File: config.mk
export PLATFORM = sky130hd
export DESIGN_NAME = crc_job_arbiter
export DESIGN_NICKNAME = d
export VERILOG_FILES = /design/src/rtl/crc_job_arbiter.sv
export SDC_FILE = /design/constraint.sdc
export NUM_CORES = 1
export LEC_CHECK = 0
export BUFFER_PORTS_ARGS = -buffer_cell sky130_fd_sc_hd__buf_2
export CAP_MARGIN = 25
export CORE_MARGIN = 8
export CORE_UTILIZATION = 30
export CTS_CLUSTER_SIZE = 24
export DETAILED_ROUTE_END_ITERATION = 12
export GPL_TIMING_DRIVEN = 0
export PLACE_DENSITY = 0.53
export SLEW_MARGIN = 20
export SYNTH_ARGS = -nofsm -noshare
export SYNTH_HDL_FRONTEND = slang
export SYNTH_SLANG_ARGS = --single-unit
File: constraint.sdc
create_clock -name clk50m -period 5.8 [get_ports clk50m]
set_input_delay 0.58 -clock clk50m [delete_from_list [all_inputs] [get_ports clk50m]]
set_output_delay 0.58 -clock clk50m [all_outputs]
set_load 0.005 [all_outputs]
File: src/rtl/crc_job_arbiter.sv
`default_nettype none
// ============================================================================
// Module      : crc_job_arbiter
// Description : Round-robin arbiter that shares one CRC-16/USB engine and its
//               synchronous job ROM between N_REQ requesters. Sequences engine
//               clear, memory fetch and engine enable for the granted job and
//               returns the CRC through a valid/ready done handshake.
//               Optional macro CRC_ERR_CNT_EN adds a saturating error counter
//               (err_cnt) of accepted reports whose CRC missed the target.
// Revision    : 1.0 - initial release
// ============================================================================
module crc_job_arbiter #(
    parameter int  N_REQ  = 4,
    parameter int  ADDR_W = 10,
    parameter int  LEN_W  = 10,
    localparam int ID_W   = (N_REQ > 1) ? $clog2(N_REQ) : 1
) (
    input  logic                    clk50m,
    input  logic                    rst_n,
    input  logic [N_REQ-1:0]        req_valid,
    output logic [N_REQ-1:0]        req_ready,
    input  logic [N_REQ*ADDR_W-1:0] req_addr,
    input  logic [N_REQ*LEN_W-1:0]  req_len,
    input  logic [N_REQ*16-1:0]     req_target,
    output logic [ADDR_W-1:0]       mem_addr,
    input  logic [7:0]              mem_data,
    output logic                    crc_clr,
    output logic                    crc_en,
    input  logic [15:0]             crc_value,
    output logic                    done_valid,
    input  logic                    done_ready,
    output logic [ID_W-1:0]         done_id,
    output logic [15:0]             done_crc,
    output logic                    done_ok,
`ifdef CRC_ERR_CNT_EN
    output logic [15:0]             err_cnt,
`endif
    output logic                    busy
);

    localparam logic [2:0]      c_IDLE    = 3'd0;
    localparam logic [2:0]      c_CLEAR   = 3'd1;
    localparam logic [2:0]      c_FETCH   = 3'd2;
    localparam logic [2:0]      c_WAIT    = 3'd3;
    localparam logic [2:0]      c_REPORT  = 3'd4;
    localparam logic [ID_W-1:0] c_LAST_ID = ID_W'(N_REQ - 1);

    logic [2:0]        r_state;
    logic [ID_W-1:0]   r_ptr;
    logic [ID_W-1:0]   r_id;
    logic [LEN_W-1:0]  r_cnt;
    logic [15:0]       r_target;

    logic [ID_W-1:0]   w_scan;
    logic [ID_W-1:0]   w_gidx;
    logic              w_found;
    logic [N_REQ-1:0]  w_grant_oh;
    logic [ADDR_W-1:0] w_sel_addr;
    logic [LEN_W-1:0]  w_sel_len;
    logic [15:0]       w_sel_tgt;

    // ROM data feeds the engine directly; the arbiter only drives the address.
    logic              w_unused_mem_data;
    assign w_unused_mem_data = ^mem_data;

    // Round-robin search: first pending requester after the last grant, wrapping.
    always_comb begin
        w_scan  = r_ptr;
        w_found = 1'b0;
        w_gidx  = '0;
        for (int i = 0; i < N_REQ; i++) begin
            w_scan = (w_scan == c_LAST_ID) ? '0 : w_scan + ID_W'(1);
            if (!w_found && req_valid[w_scan]) begin
                w_found = 1'b1;
                w_gidx  = w_scan;
            end
        end
    end

    // Pick the job descriptor of the winning requester out of the packed buses.
    always_comb begin
        w_sel_addr = '0;
        w_sel_len  = '0;
        w_sel_tgt  = '0;
        for (int i = 0; i < N_REQ; i++) begin
            if (w_gidx == ID_W'(i)) begin
                w_sel_addr = req_addr[i*ADDR_W +: ADDR_W];
                w_sel_len  = req_len[i*LEN_W +: LEN_W];
                w_sel_tgt  = req_target[i*16 +: 16];
            end
        end
    end

    assign w_grant_oh = N_REQ'(1) << w_gidx;

    // Job sequencer: grant, clear engine, stream bytes, let engine settle, report.
    always_ff @(posedge clk50m or negedge rst_n) begin
        if (!rst_n) begin
            r_state    <= c_IDLE;
            r_ptr      <= c_LAST_ID;
            r_id       <= '0;
            r_cnt      <= '0;
            r_target   <= '0;
            req_ready  <= '0;
            mem_addr   <= '0;
            crc_clr    <= 1'b0;
            crc_en     <= 1'b0;
            done_valid <= 1'b0;
            done_id    <= '0;
            done_crc   <= '0;
            done_ok    <= 1'b0;
            busy       <= 1'b0;
        end else begin
            case (r_state)
                c_IDLE: begin
                    if (w_found) begin
                        r_state   <= c_CLEAR;
                        r_ptr     <= w_gidx;
                        r_id      <= w_gidx;
                        r_cnt     <= w_sel_len;
                        r_target  <= w_sel_tgt;
                        req_ready <= w_grant_oh;
                        crc_clr   <= 1'b1;
                        mem_addr  <= w_sel_addr;
                        busy      <= 1'b1;
                    end
                end
                c_CLEAR: begin
                    req_ready <= '0;
                    crc_clr   <= 1'b0;
                    if (r_cnt == '0) begin
                        // Nothing to stream: the engine already holds its seed.
                        r_state <= c_WAIT;
                    end else begin
                        r_state  <= c_FETCH;
                        crc_en   <= 1'b1;
                        mem_addr <= mem_addr + ADDR_W'(1);
                    end
                end
                c_FETCH: begin
                    // mem_data this cycle belongs to the address issued last cycle.
                    r_cnt <= r_cnt - LEN_W'(1);
                    if (r_cnt == LEN_W'(1)) begin
                        r_state <= c_WAIT;
                        crc_en  <= 1'b0;
                    end else begin
                        mem_addr <= mem_addr + ADDR_W'(1);
                    end
                end
                c_WAIT: begin
                    // crc_value now reflects the last consumed byte.
                    r_state    <= c_REPORT;
                    done_valid <= 1'b1;
                    done_id    <= r_id;
                    done_crc   <= crc_value;
                    done_ok    <= (crc_value == r_target);
                end
                c_REPORT: begin
                    if (done_ready) begin
                        r_state    <= c_IDLE;
                        done_valid <= 1'b0;
                        busy       <= 1'b0;
                    end
                end
                default: begin
                    r_state    <= c_IDLE;
                    req_ready  <= '0;
                    crc_clr    <= 1'b0;
                    crc_en     <= 1'b0;
                    done_valid <= 1'b0;
                    busy       <= 1'b0;
                end
            endcase
        end
    end

`ifdef CRC_ERR_CNT_EN
    logic [15:0] r_err_cnt;

    // Saturating count of accepted reports whose CRC did not match the target.
    always_ff @(posedge clk50m or negedge rst_n) begin
        if (!rst_n) begin
            r_err_cnt <= '0;
        end else if (done_valid && done_ready && !done_ok && (r_err_cnt != 16'hFFFF)) begin
            r_err_cnt <= r_err_cnt + 16'd1;
        end
    end

    assign err_cnt = r_err_cnt;
`endif

endmodule
`default_nettype wire

==> reports/qor.csv, run 1 <==
stage,metric,value,unit
run_status,status,completed,
final_layout,drive_gt1_share,41.2,%
timing,setup_tns,0,ps
power,swShare,46.8,%
power,clkPwrFrac,15.0,%
cts,cts_made_buffers,9,
critical_path,critPathMaxStageDelay,770,ps
timing,period_needed,3180,ps
floorplanning,dieArea,18600,um^2
synth,yosysWarnings,0,
timing,setup_slack,2620,ps
routing,antenna_left,0,
floorplanning,die_h,137,um
timing,finalCritPeriodShare,54.9,%
global_routing,grt_max_degree,37,
critical_path,reg2regPathDepth,9,
power,p_seq_share,26.2,%
cts,clock_latency,350,ps
critical_path,timing.rr.start,r_ptr[0]$_DFFE_PN1P_,
global_routing,grt_antenna_before_repair,0,
synth,async_reset_ff_share,100,%
cts,post_cts_resized,0,
cts,cts_sinks,70,
final_layout,area_delta_synth_final,35.4,%
cts,cts_hold_buf,0,
timing,slew_headroom,37.4,%
cts,cts_max_level,3,
global_routing,grt_util_all_layers,19.8,%
floorplanning,start_util,30.3,%
timing,final_hold_viol_count,0,
critical_path,worstPathBufferInverterCount,3,
cts,cts.path.max_buffers,2,
synth,syn_avg_cell_area,9.16,um^2
place,detailed_place_hpwl,14500,um
routing,drc_errors,0,
critical_path,worstPathArrival,3400,ps
synth,synth.yosys.seq_area_share,40.3,%
floorplanning,rows,44,
timing,worstMarginPinSlew,938,ps
run,maxCapViolations,0,
routing,wl_per_cell,21.3,um
final_layout,n_antenna_cell,0,
floorplanning,dieWidth,137,um
timing,slew_viol_final,0,
final_layout,fill_cells,1483,
critical_path,critical_path_depth,9,
cts,cts_tree,built,
power,p_comb_share,58.9,%
global_routing,first_global_vias,4925,
final_layout,seqCellArea,1750,um^2
power,p_leak,0.00288,uW
critical_path,cp_max_fo,10,
routing,firstDrtPassIters,5,
final_layout,mostFrequentLayoutCells,"buf_2 (218), nand2_1 (84), dfrtp_1 (68)",
timing,fmax,314,MHz
synth,synth_edf_count,0,
routing,viasPerCell,5.36,
power,p_int,1890,uW
place,dpl_worst_slack,2680,ps
critical_path,reg2reg_to,r_target[15]$_DFFE_PN0P_,
final_layout,multiInputGateArea,2410,um^2
synth,ys_seq_elements,70,
critical_path,critical_path_class,flop to flop,
power,p_per_area,601,nW/um^2
routing,num_vias,4710,
critical_path,cp_slowest_cell,clkbuf_1,
timing,hold_ws,192,ps
power,vdd_drop_max,0.221,mV
critical_path,rrSetupSlack,2620,ps
floorplanning,ios,212,
timing,rsz0062_at_grt,false,
synth,syn_area,4360,um^2
critical_path,crit_chain,ha_1 > clkbuf_2 > inv_1 > o21ai_0 > nand3_1 > clkbuf_1 > nand3_1 > o32ai_1 > a211oi_1,
synth,syn_nets,655,
final_layout,fin_nets,868,
routing,wl,18700,um
final_layout,layout_commonest_cell,buf_2,
synth,syn_inst,476,
routing,dr.first_iter.drc_count,230,
cts,cts.clk_slew.worst_paths,60,ps
global_routing,grt_pass1_wl,27900,um
worst_hold_path,hold_class,primary input to async pin,
critical_path,end_kind,flop,
critical_path,cp_top_family,buffers and inverters,
critical_path,crit_top_cell,nand3_1,
power,net-switching-power,1660,uW
synth,synth_cell_types,61,
timing,finalClockSkew,6.68,ps
timing,setup_viol,0,
place,gp_congestion,0.916,
critical_path,crit_required,6020,ps
synth,synth_ff_type,dfrtp_1,
floorplanning,fp.coreArea,14400,um^2
cts,postCtsSetupRepairBufs,0,
place,io_buffers,201,
cts,clockRootBuffer,clkbuf_16,
global_routing,overflow,0,
critical_path,cp-start-kind,flop,
==> routing by layer <==
metal	up-vias	global-route usage, %	routed length (um)
li1	2211	-	-
met1	2266	24.0	7740
met2	212	32.8	8860
met3	21	5.87	1830
met4	0	6.53	242
met5	-	0	0
==> cells in the mapped netlist, types with 4 or more instances <==
library cell	n	area share, %
nand3_1	16	1.8
mux2_2	22	5.7
and3_1	8	1.1
o211ai_1	4	0.69
buf_2	18	2.1
nand2_1	84	7.2
o21ai_1	5	0.57
o21ai_0	22	2.5
dfrtp_1	68	39
a221o_1	8	1.8
a31oi_1	29	4.2
nor2_1	18	1.6
ha_1	4	1.1
a21o_1	18	3.1
xor2_1	17	3.4
nor4_1	6	0.86
inv_1	7	0.60
or2_2	8	1.1
o221ai_1	29	5.8
a21oi_1	7	0.80
clkbuf_1	11	0.95
nor2b_1	10	1.4
==> layout make-up <==
cell class              count  area share (%)
inverters                   8           0.509
flip-flops and latches     70            29.7
multi-input cells         365            40.8
clock inverters             6           0.763
well taps                 184            3.90
repair buffers            202            17.4
plain buffers              33            2.78
clock buffers              10            4.05
==> power by group through the flow <==
stage / Clock (uW) / Sequential [uW] / Combinational, uW
2_1_floorplan: 0 / 904 / 1350
3_3_place_gp: 0 / 919 / 2060
3_5_place_dp: 0 / 932 / 2100
4_1_cts: 544 / 926 / 2100
5_1_grt: 568 / 961 / 2300
6_report: 531 / 929 / 2090
==> state kept, by name, indices dropped and copies added (netlist names), 3 cells and up <==
signal	count
done_crc	16
r_target	16
mem_addr	10
r_cnt	10
req_ready	4
r_state	3
==> worst max path at each step <==
stage / slack, ps / from / to
floorplan: 3500 / r_ptr[0]$_DFFE_PN1P_ / mem_addr[9]$_DFFE_PN0P_
global placement: 2780 / r_ptr[0]$_DFFE_PN1P_ / r_target[15]$_DFFE_PN0P_
detailed placement: 2680 / r_ptr[0]$_DFFE_PN1P_ / r_target[15]$_DFFE_PN0P_
CTS: 2670 / r_ptr[0]$_DFFE_PN1P_ / r_target[15]$_DFFE_PN0P_
global route: 2530 / r_ptr[0]$_DFFE_PN1P_ / r_target[15]$_DFFE_PN0P_
finish: 2620 / r_ptr[0]$_DFFE_PN1P_ / r_target[15]$_DFFE_PN0P_
==> logic make-up after synthesis <==
family	synth area share (%)
AO/OA/AOI/OAI	25.8
XOR/XNOR	3.62
adder cells (fa/ha/maj)	1.15
buffers and inverters	4.45
flip-flops	40.3
multiplexers	6.17
AND/OR/NAND/NOR	18.5
==> metrics by stage <==
| step | std cells | power, uW | util [%] | area (um^2) |
|---|---|---|---|---|
| finish | 878 | 3550 | 41.1 | 5900 |
| CTS | 878 | 3570 | 41.1 | 5900 |
| detailed placement | 862 | 3030 | 39.1 | 5620 |
| floorplan | 476 | 2250 | - | 4360 |
| global route | 878 | 3830 | 41.1 | 5900 |
| global placement | 861 | 2980 | 38.9 | 5590 |
No activity file was read; power rests on OpenSTA's default activity.
==> run 2, diff against run 1 <==
--- a/config.mk
+++ b/config.mk
@@ -5,6 +5,7 @@
 export SDC_FILE = /design/constraint.sdc
 export NUM_CORES = 1
 export LEC_CHECK = 0
+export ABC_AREA = 1
 export BUFFER_PORTS_ARGS = -buffer_cell sky130_fd_sc_hd__buf_2
 export CAP_MARGIN = 25
 export CORE_MARGIN = 8
@@ -12,7 +13,7 @@
 export CTS_CLUSTER_SIZE = 24
 export DETAILED_ROUTE_END_ITERATION = 12
 export GPL_TIMING_DRIVEN = 0
-export PLACE_DENSITY = 0.53
+export PLACE_DENSITY = 0.52
 export SLEW_MARGIN = 20
 export SYNTH_ARGS = -nofsm -noshare
 export SYNTH_HDL_FRONTEND = slang
==> constraint.sdc (replaced) <==
create_clock -name clk50m -period 2.99 [get_ports clk50m]
set_input_delay 0.299 -clock clk50m [delete_from_list [all_inputs] [get_ports clk50m]]
set_output_delay 0.299 -clock clk50m [all_outputs]
set_load 0.005 [all_outputs]
==> run 2 against run 1 <==
Against the previous run:
- hold slack worse by 41 ps
- die area grew 10%
- via count increased by 14%
- fmax grew 15%
- cell count rose by 32%
- clock skew is 2.7 ps higher
- area after synthesis rose by 12%
- synthesized cell count up 52%
==> reports/qor.csv, run 2 <==
stage,metric,value,unit,change
critical_path,cp-start-kind,flop,,unchanged
floorplanning,dieArea,20600,um^2,was 18600 um^2
synth,yosysWarnings,0,,unchanged
cts,cts_tree,built,,unchanged
synth,synth.yosys.seq_area_share,36.0,%,was 40.3%
cts,cts_made_buffers,9,,unchanged
synth,yosysTopAreaCell,dfrtp_1,,unchanged
floorplanning,dieWidth,143,um,was 137 um
final_layout,fill_cells,1718,,was 1483
timing,hold_ws,151,ps,was 192 ps
global_routing,grt_max_degree,46,,was 37
timing,finalClockSkew,9.43,ps,was 6.68 ps
global_routing,grt_antenna_before_repair,0,,unchanged
final_layout,area_delta_synth_final,34.4,%,was 35.4%
routing,firstDrtPassIters,4,,was 5
synth,synth.most_common_cell,nand2_1,,unchanged
synth,synth_top_area_share,34.9,%,was 39.0%
critical_path,worstPathBufferInverterCount,2,,was 3
timing,setup_viol,0,,unchanged
run_status,status,completed,,unchanged
floorplanning,start_util,30.7,%,was 30.3%
routing,wl,18200,um,was 18700 um
floorplanning,rows,46,,was 44
cts,clock_latency,340,ps,was 350 ps
global_routing,grt_pass1_wl,28000,um,was 27900 um
critical_path,cp_top_family,simple AND/OR/NAND/NOR gates,,was buffers and inverters
critical_path,critPathMaxStageDelay,570,ps,was 770 ps
critical_path,cp_slowest_cell,dfstp_2,,was clkbuf_1
cts,cts.path.max_buffers,2,,unchanged
timing,final_hold_viol_count,0,,unchanged
timing,slew_viol_final,0,,unchanged
synth,netlist_top_cells_count,"nand2_1 (270), inv_1 (72), dfrtp_1 (68)",,"was nand2_1 (84), dfrtp_1 (68), a31oi_1 (29), o221ai_1 (29)"
timing,setup_tns,0,ps,unchanged
synth,synth_edf_count,0,,unchanged
synth,netlist_top_cells_area,"dfrtp_1 (35%), nand2_1 (21%), inv_1 (5.5%)",,"was dfrtp_1 (39%), nand2_1 (7.2%), o221ai_1 (5.8%)"
final_layout,mostFrequentLayoutCells,"nand2_1 (270), buf_2 (204), inv_1 (72)",,"was buf_2 (218), nand2_1 (84), dfrtp_1 (68)"
critical_path,critical_path_class,flop to flop,,unchanged
cts,cts_sinks,70,,unchanged
final_layout,fin_nets,1119,,was 868
timing,slew_headroom,51.6,%,was 37.4%
final_layout,layout_commonest_cell,nand2_1,,was buf_2
final_layout,multiInputGateArea,2630,um^2,was 2410 um^2
floorplanning,fp.coreArea,15900,um^2,was 14400 um^2
synth,synth_cell_types,39,,was 61
critical_path,end_kind,flop,,unchanged
critical_path,crit_chain,ha_2 > nor2_2 > buf_6 > nand2_1 > nand2_1 > o21ai_2 > nand3_2 > nand2_2 > nand2_4 > nor2_4 > clkbuf_4 > nand2_1 > nand4_1 > nand3_1 > nand2_1,,was ha_1 > clkbuf_2 > inv_1 > o21ai_0 > nand3_1 > clkbuf_1 > nand3_1 > o32ai_1 > a211oi_1
floorplanning,ios,212,,unchanged
synth,async_reset_ff_share,100,%,unchanged
final_layout,seqCellArea,1750,um^2,unchanged
place,io_buffers,203,,was 201
critical_path,crit_required,3270,ps,was 6020 ps
timing,worstMarginPinSlew,723,ps,was 938 ps
cts,cts.clk_slew.worst_paths,60,ps,about the same
timing,finalCritPeriodShare,92.6,%,was 54.9%
worst_hold_path,hold_class,primary input to flop,,was primary input to async pin
timing,fmax,361,MHz,was 314 MHz
critical_path,crit_top_cell,nand2_1,,was nand3_1
place,detailed_place_hpwl,14200,um,was 14500 um
timing,period_needed,2770,ps,was 3180 ps
cts,postCtsSetupRepairBufs,0,,unchanged
cts,clockRootBuffer,clkbuf_16,,unchanged
floorplanning,die_h,143,um,was 137 um
timing,rsz0062_at_grt,false,,unchanged
synth,ys_seq_elements,70,,unchanged
routing,viasPerCell,4.62,,was 5.36
synth,syn_inst,724,,was 476
place,dpl_worst_slack,55.1,ps,was 2680 ps
routing,num_vias,5368,,was 4710
final_layout,reg.largest.list,"done_crc (16), r_target (16)",,unchanged
final_layout,utilization,41.3,%,was 41.1%
routing,drc_errors,0,,unchanged
critical_path,worstPathArrival,3050,ps,was 3400 ps
global_routing,grt_util_all_layers,17.5,%,was 19.8%
synth,synth_ff_type,dfrtp_1,,unchanged
routing,antenna_left,0,,unchanged
critical_path,cp_max_fo,10,,unchanged
final_layout,drive_gt1_share,29.7,%,was 41.2%
synth,syn_nets,903,,was 655
synth,syn_area,4870,um^2,was 4360 um^2
cts,cts_max_level,3,,unchanged
synth,syn_avg_cell_area,6.73,um^2,was 9.16 um^2
timing,setup_slack,220,ps,was 2620 ps
critical_path,rrSetupSlack,220,ps,was 2620 ps
global_routing,first_global_vias,5342,,was 4925
routing,dr.first_iter.drc_count,242,,was 230
routing,wl_per_cell,15.7,um,was 21.3 um
run,maxCapViolations,0,,unchanged
final_layout,n_antenna_cell,0,,unchanged
place,gp_congestion,0.825,,was 0.916
global_routing,overflow,0,,unchanged
==> run 2: cell count changes after synthesis, moves of 26 or more <==
cell	delta
inv_1	+65
nand2_1	+186
nor2_1	+31
a31oi_1	-26
o221ai_1	-29
nand4_1	+37
==> run 2: worst paths after layout <==
path,depth (start not counted),end,from
worst max-delay path,15,r_cnt[5]$_DFFE_PN0P_,r_ptr[0]$_DFFE_PN1P_
worst min-delay path,2,r_state[2]$_DFFE_PN0P_,done_ready
worst max register to register,15,r_cnt[5]$_DFFE_PN0P_,r_ptr[0]$_DFFE_PN1P_
worst min register to register,2,crc_clr$_DFFE_PN0P_,crc_clr$_DFFE_PN0P_
max in group asynchronous,3,r_ptr[1]$_DFFE_PN1P_,rst_n
min in group asynchronous,2,done_crc[4]$_DFFE_PN0P_,rst_n
==> run 2: what timing repair did <==
action,in CTS,in global routing
resized for setup,0,8
hold buffers,1,0
hold endpoints to repair,25,0
endpoints found under the setup margin,0,29
==> run 2: final cells by class <==
class,instances,share of cell area [%]
Buffer,30,3.25
Tap cell,216,4.12
Sequential cell,70,26.8
Timing Repair Buffer,205,16.1
Clock inverter,7,1.51
Inverter,80,4.62
Multi-Input combinational cell,544,40.2
Clock buffer,9,3.44
==> run 2: cells by family after synthesis <==
logic type	share of synthesized area (%)
XOR/XNOR	2.69
flip-flops	36.0
AO/OA/AOI/OAI	9.63
buffers and inverters	10.4
AND/OR/NAND/NOR	40.3
adder cells (fa/ha/maj)	1.03
==> run 2: worst register-to-register path, cell delays in order (launching register included) <==
cell      delay, ps
dfstp_2         570
ha_2            210
nor2_2           70
buf_6           140
nand2_1          60
nand2_1          80
o21ai_2         320
nand3_2         130
nand2_2         110
nand2_4         100
nor2_4          240
clkbuf_4        290
nand2_1          70
nand4_1         150
nand3_1         100
nand2_1          80
==> run 2: per-stage QoR <==
stage / std cells / instance area, um^2
after floorplan: 724 / 4870
after global placement: 1143 / 6160
after detailed placement: 1144 / 6190
after CTS: 1161 / 6530
after global routing: 1161 / 6550
final: 1161 / 6550
==> run 2: metal layers <==
layer  GRT usage, %  part of all wire (%)  vias to the layer above
met5              0                     0                        -
met4           4.65                   1.1                        0
met3           4.94                   8.7                       18
met2           27.5                    44                      171
met1           23.2                    46                     2407
li1               -                     -                     2772
Power of run 2 is not shown: default switching activity piles up to over one toggle a cycle in this logic, so the estimate is an artifact.
==> run 3, diff against run 2 <==
==> constraint.sdc (replaced) <==
create_clock -name clk50m -period 2.99 [get_ports clk50m]
set_input_delay 0.598 -clock clk50m [delete_from_list [all_inputs] [get_ports clk50m]]
set_output_delay 0.598 -clock clk50m [all_outputs]
set_load 0.005 [all_outputs]
==> run 3 against run 2 <==
Against the previous run:
- count of clock-buffer cells in the layout unchanged
- setup slack improved by 1.9 ps
- flip-flop and latch count is the same
- critical path depth is the same
- hold slack improved by 18 ps
- register-to-register slack is essentially flat
- cell count barely moved
- largest cell class unchanged
==> reports/qor.csv, run 3 (synthesized netlist as in run 2, its figures left out) <==
stage,metric,value,unit,change
timing,setup_tns,0,ps,unchanged
routing,num_vias,5371,,was 5368
critical_path,crit_top_cell,nand2_1,,unchanged
timing,period_needed,2770,ps,about the same
timing,hold_ws,169,ps,was 151 ps
floorplanning,dieArea,20600,um^2,unchanged
global_routing,grt_util_all_layers,17.5,%,about the same
run,maxCapViolations,0,,unchanged
global_routing,overflow,0,,unchanged
routing,wl_per_cell,15.7,um,about the same
cts,clock_latency,340,ps,about the same
routing,drc_errors,0,,unchanged
cts,cts_hold_buf,0,,was 1
cts,cts_max_level,3,,unchanged
timing,slew_viol_final,0,,unchanged
worst_hold_path,hold_class,primary input to async pin,,was primary input to flop
place,io_buffers,203,,unchanged
cts,cts_sinks,70,,unchanged
critical_path,end_kind,flop,,unchanged
critical_path,worstPathArrival,3050,ps,about the same
timing,final_hold_viol_count,0,,unchanged
cts,cts.clk_slew.worst_paths,60,ps,about the same
final_layout,area_delta_synth_final,34.2,%,was 34.4%
cts,postCtsSetupRepairBufs,0,,unchanged
cts,cts_made_buffers,9,,unchanged
cts,cts.path.max_buffers,2,,unchanged
routing,firstDrtPassIters,4,,unchanged
critical_path,cp_top_family,simple AND/OR/NAND/NOR gates,,unchanged
global_routing,grt_pass1_wl,28000,um,about the same
routing,wl,18200,um,about the same
timing,finalCritPeriodShare,92.6,%,about the same
final_layout,fin_nets,1118,,was 1119
final_layout,multiInputGateArea,2630,um^2,unchanged
place,detailed_place_hpwl,14200,um,unchanged
final_layout,n_antenna_cell,0,,unchanged
routing,viasPerCell,4.63,,was 4.62
floorplanning,dieWidth,143,um,unchanged
final_layout,layout_commonest_cell,nand2_1,,unchanged
critical_path,crit_required,3270,ps,about the same
critical_path,cp-start-kind,flop,,unchanged
critical_path,worstPathBufferInverterCount,2,,unchanged
run_status,status,completed,,unchanged
floorplanning,rows,46,,unchanged
floorplanning,start_util,30.7,%,unchanged
timing,rsz0062_at_grt,false,,unchanged
final_layout,fill_cells,1719,,was 1718
cts,post_cts_resized,0,,unchanged
floorplanning,fp.coreArea,15900,um^2,unchanged
global_routing,grt_max_degree,46,,unchanged
timing,fmax,361,MHz,about the same
cts,clockRootBuffer,clkbuf_16,,unchanged
timing,slew_headroom,51.7,%,was 51.6%
critical_path,cp_max_fo,10,,unchanged
place,gp_congestion,0.825,,unchanged
final_layout,drive_gt1_share,29.8,%,was 29.7%
final_layout,seqCellArea,1750,um^2,unchanged
routing,antenna_left,0,,unchanged
final_layout,mostFrequentLayoutCells,"nand2_1 (270), buf_2 (204), inv_1 (72)",,unchanged
final_layout,reg.largest.list,"done_crc (16), r_target (16)",,unchanged
floorplanning,die_h,143,um,unchanged
cts,cts_tree,built,,unchanged
critical_path,critical_path_class,flop to flop,,unchanged
timing,setup_viol,0,,unchanged
global_routing,first_global_vias,5345,,was 5342
global_routing,grt_antenna_before_repair,0,,unchanged
critical_path,crit_chain,ha_2 > nor2_2 > buf_6 > nand2_1 > nand2_1 > o21ai_2 > nand3_2 > nand2_2 > nand2_4 > nor2_4 > clkbuf_4 > nand2_1 > nand4_1 > nand3_1 > nand2_1,,unchanged
critical_path,critPathMaxStageDelay,570,ps,about the same
routing,dr.first_iter.drc_count,244,,was 242
floorplanning,ios,212,,unchanged
timing,worstMarginPinSlew,721,ps,was 723 ps
critical_path,cp_slowest_cell,dfstp_2,,unchanged
timing,finalClockSkew,9.58,ps,was 9.43 ps
-- run 3: cell count changes in the layout (fill, tap and decap cells not counted) --
cell	before	now
dlygate4sd3_1	1	0
-- run 3: layer usage --
layer / vias up / share of wire [%] / global-route usage [%] / wire [um]
li1: 2770 / - / - / -
met1: 2410 / 46 / 23.1 / 8380
met2: 173 / 44 / 27.4 / 8030
met3: 18 / 8.7 / 4.98 / 1590
met4: 0 / 1.1 / 4.65 / 199
met5: - / 0 / 0 / 0
-- run 3: worst reg2reg max path, stage by stage, from the launching register on --
cell and delay [ps]:
dfstp_2 570, ha_2 210, nor2_2 70, buf_6 140, nand2_1 60, nand2_1 80, o21ai_2 320, nand3_2 130
nand2_2 110, nand2_4 100, nor2_4 240, clkbuf_4 290, nand2_1 70, nand4_1 150, nand3_1 100, nand2_1 80
-- run 3: stage by stage --
stage          util, %  cells  setup WS [ps]  area [um^2]
2_1_floorplan        -    724            674         4870
3_3_place_gp      38.8   1143           77.0         6160
3_5_place_dp      39.0   1144           55.1         6190
4_1_cts           41.0   1160           28.2         6520
5_1_grt           41.2   1160           27.3         6540
6_report          41.2   1160            222         6540
-- run 3: area by class of cell --
class / count / share of cell area (%)
buffer: 30 / 3.25
clock buffer: 9 / 3.44
clock inverter: 7 / 1.51
inverter: 80 / 4.63
multi-input combinational: 544 / 40.2
sequential: 70 / 26.8
tap: 216 / 4.13
timing repair buffer: 204 / 16.0
-- run 3: worst paths after layout --
kind / slack, ps / cells after the start / end / startpoint
max: 220 / 15 / r_cnt[5]$_DFFE_PN0P_ / r_ptr[0]$_DFFE_PN1P_
min: 170 / 1 / done_crc[4]$_DFFE_PN0P_ / rst_n
max reg2reg: 220 / 15 / r_cnt[5]$_DFFE_PN0P_ / r_ptr[0]$_DFFE_PN1P_
min reg2reg: 460 / 2 / crc_clr$_DFFE_PN0P_ / crc_clr$_DFFE_PN0P_
max in group asynchronous: 2220 / 2 / r_ptr[1]$_DFFE_PN1P_ / rst_n
min in group clk50m: 450 / 2 / r_state[2]$_DFFE_PN0P_ / done_ready
Power of run 3 is left out for the same reason.
